<file path="src/rtl/vp_key_event_queue_if.sv">
// Key event queue bus: raw PS/2 and numpad inputs, decoded ASCII event outputs.
interface vp_key_event_queue_if;
   logic [10:0] ps2_key;
   logic [9:0]  joy_numpad;
   logic        rx_data_ready;
   logic [7:0]  rx_ascii;
   logic        rx_released;
   logic        overflow;

   modport master (
      output ps2_key, joy_numpad,
      input  rx_data_ready, rx_ascii, rx_released, overflow
   );

   modport slave (
      input  ps2_key, joy_numpad,
      output rx_data_ready, rx_ascii, rx_released, overflow
   );
endinterface

</file>
<file path="src/rtl/vp_key_event_queue.sv">
// Merges PS/2 key events and numpad button edges into one ASCII event FIFO,
// delivered as single-cycle strobes separated by a fixed idle gap.
module vp_key_event_queue #(
   parameter int DEPTH      = 8,
   parameter int GAP_CYCLES = 16
) (
   input logic                  clk_sys,
   input logic                  reset,
   vp_key_event_queue_if.slave  bus
);
   localparam int PTR_W = (DEPTH > 1) ? $clog2(DEPTH) : 1;
   localparam int CNT_W = $clog2(DEPTH + 1);
   localparam int GAP_W = (GAP_CYCLES > 1) ? $clog2(GAP_CYCLES) : 1;

   typedef enum logic [1:0] {ST_IDLE, ST_PRESENT, ST_GAP} state_t;

   // Returns {valid, ascii}; the extended-key flag plays no part in the mapping.
   function automatic logic [8:0] map_scancode(input logic [7:0] code);
      case (code)
         8'h16: return {1'b1, 8'h31};
         8'h1E: return {1'b1, 8'h32};
         8'h26: return {1'b1, 8'h33};
         8'h25: return {1'b1, 8'h34};
         8'h2E: return {1'b1, 8'h35};
         8'h36: return {1'b1, 8'h36};
         8'h3D: return {1'b1, 8'h37};
         8'h3E: return {1'b1, 8'h38};
         8'h46: return {1'b1, 8'h39};
         8'h45: return {1'b1, 8'h30};
         8'h1C: return {1'b1, 8'h61};
         8'h32: return {1'b1, 8'h62};
         8'h21: return {1'b1, 8'h63};
         8'h23: return {1'b1, 8'h64};
         8'h24: return {1'b1, 8'h65};
         8'h2B: return {1'b1, 8'h66};
         8'h34: return {1'b1, 8'h67};
         8'h33: return {1'b1, 8'h68};
         8'h43: return {1'b1, 8'h69};
         8'h3B: return {1'b1, 8'h6A};
         8'h42: return {1'b1, 8'h6B};
         8'h4B: return {1'b1, 8'h6C};
         8'h3A: return {1'b1, 8'h6D};
         8'h31: return {1'b1, 8'h6E};
         8'h44: return {1'b1, 8'h6F};
         8'h4D: return {1'b1, 8'h70};
         8'h15: return {1'b1, 8'h71};
         8'h2D: return {1'b1, 8'h72};
         8'h1B: return {1'b1, 8'h73};
         8'h2C: return {1'b1, 8'h74};
         8'h3C: return {1'b1, 8'h75};
         8'h2A: return {1'b1, 8'h76};
         8'h1D: return {1'b1, 8'h77};
         8'h22: return {1'b1, 8'h78};
         8'h35: return {1'b1, 8'h79};
         8'h1A: return {1'b1, 8'h7A};
         8'h29: return {1'b1, 8'h20};
         8'h79: return {1'b1, 8'h2B};
         8'h7B: return {1'b1, 8'h2D};
         8'h7C: return {1'b1, 8'h2A};
         8'h4A: return {1'b1, 8'h2F};
         8'h55: return {1'b1, 8'h3D};
         8'h1F: return {1'b1, 8'h11};
         8'h27: return {1'b1, 8'h12};
         8'h5A: return {1'b1, 8'h0A};
         8'h66: return {1'b1, 8'h08};
         default: return 9'h000;
      endcase
   endfunction

   logic [9:0]       ps2_s;        // {toggle, press, scancode}
   logic             ps2_tog_q;
   logic [9:0]       joy_s, joy_q;
   logic [9:0]       pend_press_q, pend_release_q, pend_press_d, pend_release_d;
   logic [8:0]       mem [DEPTH];
   logic [PTR_W-1:0] wr_ptr_q, rd_ptr_q;
   logic [CNT_W-1:0] count_q;
   state_t           state_q, state_d;
   logic [GAP_W-1:0] gap_cnt_q, gap_cnt_d;
   logic [7:0]       ascii_q;
   logic             released_q, overflow_q;

   logic [8:0]       ps2_map, wr_data;
   logic [7:0]       joy_ascii;
   logic [3:0]       joy_gnt_idx;
   logic             ps2_wr, pop, can_write, joy_wr, wr_en;
   logic             joy_gnt_valid, joy_gnt_release;
   logic             ext_flag_unused;

   assign ext_flag_unused = bus.ps2_key[8];

   // Inputs are re-registered every cycle; during reset the history copies load
   // the live inputs so held keys or buttons do not look like fresh events.
   // NOTE: sequential state uses <= so every flop samples pre-edge values, no ordering races.
   always_ff @(posedge clk_sys) begin
      ps2_s <= {bus.ps2_key[10:9], bus.ps2_key[7:0]};
      joy_s <= bus.joy_numpad;
      if (reset) begin
         ps2_tog_q <= bus.ps2_key[10];
         joy_q     <= bus.joy_numpad;
      end else begin
         ps2_tog_q <= ps2_s[9];
         joy_q     <= joy_s;
      end
   end

   assign ps2_map   = map_scancode(ps2_s[7:0]);
   assign ps2_wr    = (ps2_s[9] ^ ps2_tog_q) & ps2_map[8];
   assign pop       = (state_q == ST_IDLE) && (count_q != '0);
   assign can_write = (count_q != CNT_W'(DEPTH)) || pop;

   // NOTE: every always_comb output gets a default first, so no path can infer a latch.
   always_comb begin
      joy_gnt_valid   = 1'b0;
      joy_gnt_release = 1'b0;
      joy_gnt_idx     = '0;
      for (int i = 9; i >= 0; i--) begin
         if (pend_release_q[i] || pend_press_q[i]) begin
            joy_gnt_valid   = 1'b1;
            joy_gnt_release = pend_release_q[i];
            joy_gnt_idx     = 4'(i);
         end
      end
   end

   assign joy_ascii = (joy_gnt_idx == 4'd9) ? 8'h30 : 8'h31 + {4'h0, joy_gnt_idx};
   assign joy_wr    = joy_gnt_valid & ~ps2_wr & can_write;
   assign wr_en     = (ps2_wr & can_write) | joy_wr;
   assign wr_data   = ps2_wr ? {~ps2_s[8], ps2_map[7:0]} : {joy_gnt_release, joy_ascii};

   // A served flag clears first; a fresh edge then overrides so only the latest level queues.
   always_comb begin
      pend_press_d   = pend_press_q;
      pend_release_d = pend_release_q;
      if (joy_wr) begin
         if (joy_gnt_release) pend_release_d[joy_gnt_idx] = 1'b0;
         else                 pend_press_d[joy_gnt_idx]   = 1'b0;
      end
      for (int i = 0; i < 10; i++) begin
         if (joy_s[i] && !joy_q[i]) begin
            pend_press_d[i]   = 1'b1;
            pend_release_d[i] = 1'b0;
         end else if (!joy_s[i] && joy_q[i]) begin
            pend_release_d[i] = 1'b1;
            pend_press_d[i]   = 1'b0;
         end
      end
   end

   // NOTE: storage has no reset; only pointers and count define which entries are live.
   always_ff @(posedge clk_sys) begin
      if (wr_en && !reset) mem[wr_ptr_q] <= wr_data;
   end

   always_ff @(posedge clk_sys) begin
      if (reset) begin
         wr_ptr_q       <= '0;
         rd_ptr_q       <= '0;
         count_q        <= '0;
         pend_press_q   <= '0;
         pend_release_q <= '0;
         ascii_q        <= 8'h00;
         released_q     <= 1'b0;
         overflow_q     <= 1'b0;
      end else begin
         if (wr_en) wr_ptr_q <= wr_ptr_q + 1'b1;
         if (pop) begin
            rd_ptr_q                <= rd_ptr_q + 1'b1;
            {released_q, ascii_q}   <= mem[rd_ptr_q];
         end
         case ({wr_en, pop})
            2'b10:   count_q <= count_q + 1'b1;
            2'b01:   count_q <= count_q - 1'b1;
            default: count_q <= count_q;
         endcase
         if (ps2_wr && !can_write) overflow_q <= 1'b1;
         pend_press_q   <= pend_press_d;
         pend_release_q <= pend_release_d;
      end
   end

   always_ff @(posedge clk_sys) begin
      if (reset) begin
         state_q   <= ST_IDLE;
         gap_cnt_q <= '0;
      end else begin
         state_q   <= state_d;
         gap_cnt_q <= gap_cnt_d;
      end
   end

   always_comb begin
      state_d   = state_q;
      gap_cnt_d = '0;
      case (state_q)
         ST_IDLE:    if (pop) state_d = ST_PRESENT;
         ST_PRESENT: state_d = ST_GAP;
         ST_GAP: begin
            if (gap_cnt_q == GAP_W'(GAP_CYCLES - 1)) state_d = ST_IDLE;
            else                                      gap_cnt_d = gap_cnt_q + 1'b1;
         end
         default:    state_d = ST_IDLE;
      endcase
   end

   assign bus.rx_data_ready = (state_q == ST_PRESENT);
   assign bus.rx_ascii      = ascii_q;
   assign bus.rx_released   = released_q;
   assign bus.overflow      = overflow_q;
endmodule

</file>
<file path="src/flat_wrapper.sv">
// flat-port wrapper written by rule: the top's interface ports become plain ports
module vp_key_event_queue_flat 
#(
   parameter int DEPTH      = 8,
   parameter int GAP_CYCLES = 16
)
  (clk_sys, reset, bus_ps2_key, bus_joy_numpad, bus_rx_data_ready, bus_rx_ascii, bus_rx_released, bus_overflow);
  vp_key_event_queue_if bus_i ();
  input logic clk_sys;
  input logic reset;
  input wire logic [$bits(bus_i.ps2_key)-1:0] bus_ps2_key;
  input wire logic [$bits(bus_i.joy_numpad)-1:0] bus_joy_numpad;
  output wire logic [$bits(bus_i.rx_data_ready)-1:0] bus_rx_data_ready;
  output wire logic [$bits(bus_i.rx_ascii)-1:0] bus_rx_ascii;
  output wire logic [$bits(bus_i.rx_released)-1:0] bus_rx_released;
  output wire logic [$bits(bus_i.overflow)-1:0] bus_overflow;
  assign bus_i.ps2_key = bus_ps2_key;
  assign bus_i.joy_numpad = bus_joy_numpad;
  assign bus_rx_data_ready = bus_i.rx_data_ready;
  assign bus_rx_ascii = bus_i.rx_ascii;
  assign bus_rx_released = bus_i.rx_released;
  assign bus_overflow = bus_i.overflow;
  vp_key_event_queue #(.DEPTH(DEPTH), .GAP_CYCLES(GAP_CYCLES)) u_core (.clk_sys(clk_sys), .reset(reset), .bus(bus_i));
endmodule
</file>
<file path="config.mk">
export PLATFORM = sky130hd
export DESIGN_NAME = vp_key_event_queue_flat
export DESIGN_NICKNAME = d
export VERILOG_FILES = /design/src/rtl/vp_key_event_queue_if.sv /design/src/rtl/vp_key_event_queue.sv /design/src/flat_wrapper.sv
export SDC_FILE = /design/constraint.sdc
export NUM_CORES = 1
export LEC_CHECK = 0
export ABC_AREA = 1
export CORE_MARGIN = 8
export CORE_UTILIZATION = 41
export CTS_CLUSTER_SIZE = 40
export DETAILED_ROUTE_END_ITERATION = 8
export GPL_ROUTABILITY_DRIVEN = 0
export PLACE_DENSITY = 0.61
export REMOVE_ABC_BUFFERS = 1
export SYNTH_ARGS = -nofsm -noshare
export SYNTH_HDL_FRONTEND = slang
export SYNTH_SLANG_ARGS = --single-unit
</file>
<file path="constraint.sdc">
create_clock -name clk_sys -period 2.2 [get_ports clk_sys]
set_input_delay 0.55 -clock clk_sys [delete_from_list [all_inputs] [get_ports clk_sys]]
set_output_delay 0.55 -clock clk_sys [all_outputs]
set_load 0.05 [all_outputs]
</file>
==> impl_summary.log <==
[metrics] run status: finished clean
[metrics] power density normalized to cell area: between 1000 and 1500 nW/um^2
[metrics] Cells after Synth: 798
[metrics] footprint of the multi-input gates: 2950 um^2
[metrics] leakage: 0.00374 uW
[metrics] Die Span X: between 100 and 150 um
[metrics] cell type of the slowest stage on the worst timing path: sky130_fd_sc_hd__clkdlybuf4s50_1
[metrics] Critical path buffers and inverters: 1
[metrics] class of the worst hold path: reg2reg
[metrics] total detailed-routing wirelength: around 16 mm
[metrics] synthesized area divided by synthesized cell count: approximately 8.5 um^2
[metrics] most used cells in the layout excluding fill and tap cells: sky130_fd_sc_hd__nand2_1, sky130_fd_sc_hd__buf_4, sky130_fd_sc_hd__nor2_1
[metrics] CTS Buf Count: 17
[metrics] share of the clock period used by the worst path after layout: around 98%
[metrics] critical path's largest stage delay: roughly 820 ps
[metrics] via/cell ratio: approximately 4.9
[metrics] final cell count without fillers: 1163
[metrics] clock transition at the registers of the reported paths: ~60 ps
[metrics] CP Capture Type: output pin
[metrics] sequential area share after synthesis: around half
[metrics] initial core utilization: approximately two fifths
[metrics] area enclosed by the die boundary: approximately 21000 um^2
[metrics] Worst-Margin Slew: ~790 ps
[metrics] fraction of registers with async set/reset: 0%
[metrics] number of enable-type register cells in the synthesized netlist: 64
[metrics] placed cell count: around 1100
[metrics] dpl cell area: between 8000 and 9000 um^2
[metrics] Port-buffer cells: 31
[metrics] layout filler cell count: approximately 1600
[metrics] number of warnings reported in the yosys synthesis log: 0
[metrics] category of the critical setup timing path: reg2out
[metrics] routed vias: roughly 5700
[metrics] max-cap check violation count: 0
[metrics] worst-path fanout max: 2
[metrics] global-route wire length before repair: 25.8 mm
[metrics] synthesis-stage register bit count: roughly 140
[metrics] Overall Global Routing Usage: between 10% and 20%
[metrics] CTS root buffer: sky130_fd_sc_hd__clkbuf_16
[metrics] via count of the first global-routing pass: between 5000 and 6000
[metrics] Clock Latency Late Sink: around 420 ps
[metrics] detailed-router iteration count before antenna repair: 6
[metrics] violation count after the first detailed-routing iteration: around 410
[metrics] synth top area cells: sky130_fd_sc_hd__edfxtp_1, sky130_fd_sc_hd__dfxtp_1, sky130_fd_sc_hd__nand2_1, sky130_fd_sc_hd__nor2_1, sky130_fd_sc_hd__ha_1
[metrics] final number of max-transition violations: 0
[metrics] total gr overflow: 0
[metrics] Total Nets Final: just under 1000
[metrics] minimum hold slack: 446 ps
[metrics] clock sink count: 141
[metrics] number of nets still failing antenna checks after routing: 0
[metrics] cell class contributing the biggest share of worst-path delay: buffers and inverters
[metrics] setup repair after global routing missed its margin: yes
[metrics] highest ir drop seen on vdd: 0.000606 V
[metrics] Max Buffers Root-to-Sink: 2
[metrics] post-synthesis cell type count: between 40 and 50
[metrics] footprint of the flip-flops and latches: 3460 um^2
[metrics] Synth top area share: 28.3%
[metrics] H-tree lvl count: 4
[metrics] biggest area consumer among synthesized cells: sky130_fd_sc_hd__edfxtp_1
[metrics] kind of start point of the critical path: register
[metrics] DP HPWL: between 10 and 15 mm
[metrics] # rows: between 40 and 50
[metrics] netlist area before placement: 6780 um^2
[metrics] DR DRC count: 0
[metrics] f_max: 464 MHz
[metrics] worst slew slack as a fraction of its limit: 47.3%
[metrics] end-of-flow core utilization: ~54%
[metrics] aggregate negative setup slack: 0 ps
[metrics] Ant. Diodes: 0
[metrics] leading register cell type out of synthesis: sky130_fd_sc_hd__dfxtp_1
[metrics] Clock Skews: about 9.3 ps
[metrics] data required time of the worst path: ~1700 ps
[metrics] arrival time of the worst setup path: 1600 ps
[metrics] min Tclk post-route: ~2200 ps
[metrics] cts-stage hold buffer count: 0
[metrics] layout cells sized above 1: 19.1%
[metrics] area of the core region: ~16000 um^2
[metrics] CP cell instances: clkdlybuf4s50_1
[metrics] final hold vios: 0
[metrics] Vert. Die Dim: ~140 um
[metrics] clock tree from TritonCTS: built
[metrics] pin count of the biggest net entering global routing: 35
[metrics] IO Count: 34
[metrics] antenna violations before repair: 0
[metrics] layout-stage area growth over the synthesis result: 29.6%
[metrics] final setup violation count: 0
[metrics] most common cell after layout, fill and taps aside: sky130_fd_sc_hd__nand2_1
[metrics] final design instance area without fill: between 8000 and 9000 um^2
[metrics] Routed wire per std cell: between 10 and 15 um
-- worst paths after layout --
check	start	endpoint	slack, ps	cells past startpoint
min	u_core.gap_cnt_q[0]	u_core.gap_cnt_q[0]	450	1
max reg2reg	u_core.pend_press_q[9]	u_core.count_q[3]	50	14
max	u_core.bus.overflow	bus_overflow	50	1
min reg2reg	u_core.gap_cnt_q[0]	u_core.gap_cnt_q[0]	450	1
-- where the power goes --
| group | leakage (uW) | switching (uW) | internal, uW |
|---|---|---|---|
| registers | 0.00121 | 162 | 3170 |
| clock network | 0.000263 | 1060 | 1600 |
| logic | 0.00227 | 1900 | 1210 |
-- synthesized netlist by cell type (2+ instances only) --
cell                       count
sky130_fd_sc_hd__mux2i_1       8
sky130_fd_sc_hd__clkinv_1      4
sky130_fd_sc_hd__a211oi_1      3
sky130_fd_sc_hd__ha_1         34
sky130_fd_sc_hd__nand3_1      37
sky130_fd_sc_hd__o21ai_0      60
sky130_fd_sc_hd__edfxtp_1     64
sky130_fd_sc_hd__o22ai_1       2
sky130_fd_sc_hd__o221ai_1      9
sky130_fd_sc_hd__inv_1       103
sky130_fd_sc_hd__o211ai_1     12
sky130_fd_sc_hd__inv_2         2
sky130_fd_sc_hd__buf_2         2
sky130_fd_sc_hd__nand2_2       2
sky130_fd_sc_hd__a221oi_1      2
sky130_fd_sc_hd__xnor2_1       2
sky130_fd_sc_hd__buf_4         2
sky130_fd_sc_hd__dfxtp_1      77
sky130_fd_sc_hd__clkbuf_1     23
sky130_fd_sc_hd__o31ai_1      11
sky130_fd_sc_hd__a21oi_1      50
sky130_fd_sc_hd__or2_2         5
sky130_fd_sc_hd__and2_1        2
sky130_fd_sc_hd__o32ai_1       8
sky130_fd_sc_hd__nor3_1        6
sky130_fd_sc_hd__a31oi_1       6
sky130_fd_sc_hd__nor2_1      116
sky130_fd_sc_hd__nand2_1     133
-- routing by layer --
layer	part of all wire [%]	up-vias	GRT usage, %
met5	0	-	0
met4	1.2	0	5.70
met3	3.1	16	3.04
met2	50	89	27.3
met1	46	2663	18.9
li1	-	2951	-
-- final cells by class --
class	instances	area share (%)
well taps	220	3.13
repair buffers	140	12.9
clock inverters	10	1.05
flip-flops and latches	141	39.4
inverters	109	4.66
multi-input cells	522	33.5
clock buffers	21	5.24
-- registers in the layout, summed over array words and instances (netlist names), named ones only --
| name | cells |
|---|---|
| u_core.bus.overflow | 1 |
| u_core.bus.rx_ascii | 7 |
| u_core.bus.rx_released | 1 |
| u_core.count_q | 4 |
| u_core.gap_cnt_q | 4 |
| u_core.joy_q | 10 |
| u_core.joy_s | 10 |
| u_core.mem | 64 |
| u_core.pend_press_q | 10 |
| u_core.pend_release_q | 10 |
| u_core.ps2_s | 3 |
| u_core.ps2_tog_q | 1 |
| u_core.rd_ptr_q | 3 |
| u_core.state_q | 2 |
| u_core.wr_ptr_q | 3 |
-- through the flow --
step	setup slack [ps]	total power, uW
6_report	45.8	9100
5_1_grt	-83.9	9650
4_1_cts	9.29	9030
2_1_floorplan	-160	5110
3_5_place_dp	-164	6330
3_3_place_gp	-129	6280
-- worst reg2reg max path: stages (launching register included) --
cell and delay (ps):
sky130_fd_sc_hd__dfxtp_1 310, sky130_fd_sc_hd__inv_1 50, sky130_fd_sc_hd__nand2_1 60, sky130_fd_sc_hd__nor3_1 270, sky130_fd_sc_hd__nand3_2 140, sky130_fd_sc_hd__nand3_2 100
sky130_fd_sc_hd__o21ai_2 70, sky130_fd_sc_hd__inv_2 60, sky130_fd_sc_hd__buf_4 130, sky130_fd_sc_hd__ha_2 190, sky130_fd_sc_hd__inv_1 60, sky130_fd_sc_hd__o31ai_1 220
sky130_fd_sc_hd__o211ai_1 160, sky130_fd_sc_hd__o21ai_1 150, sky130_fd_sc_hd__a21oi_1 50
-- kinds of logic (layout without fill, tap and decap cells) --
kind of cell	after synthesis	count (layout)	synth area share, %
AOI/OAI and AO/OA	167	167	14.7
xor gates and xnor gates	3	3	0.388
adders and majority gates	34	34	6.27
buffers and inverters	138	280	7.90
DFF	141	141	51.1
muxes	8	8	1.18
other	1	1	0.0553
and+or+nand+nor	306	309	18.4
-- timing repair --
item                       4_1_cts  5_1_grt
setup endpoints to repair       37       81
gates cloned                     0        3
gates resized for setup         15       31
buffers inserted                 0        2
hold endpoints to repair         0        0
pin swaps                        3        3
Power figures use the tool's default switching activity.
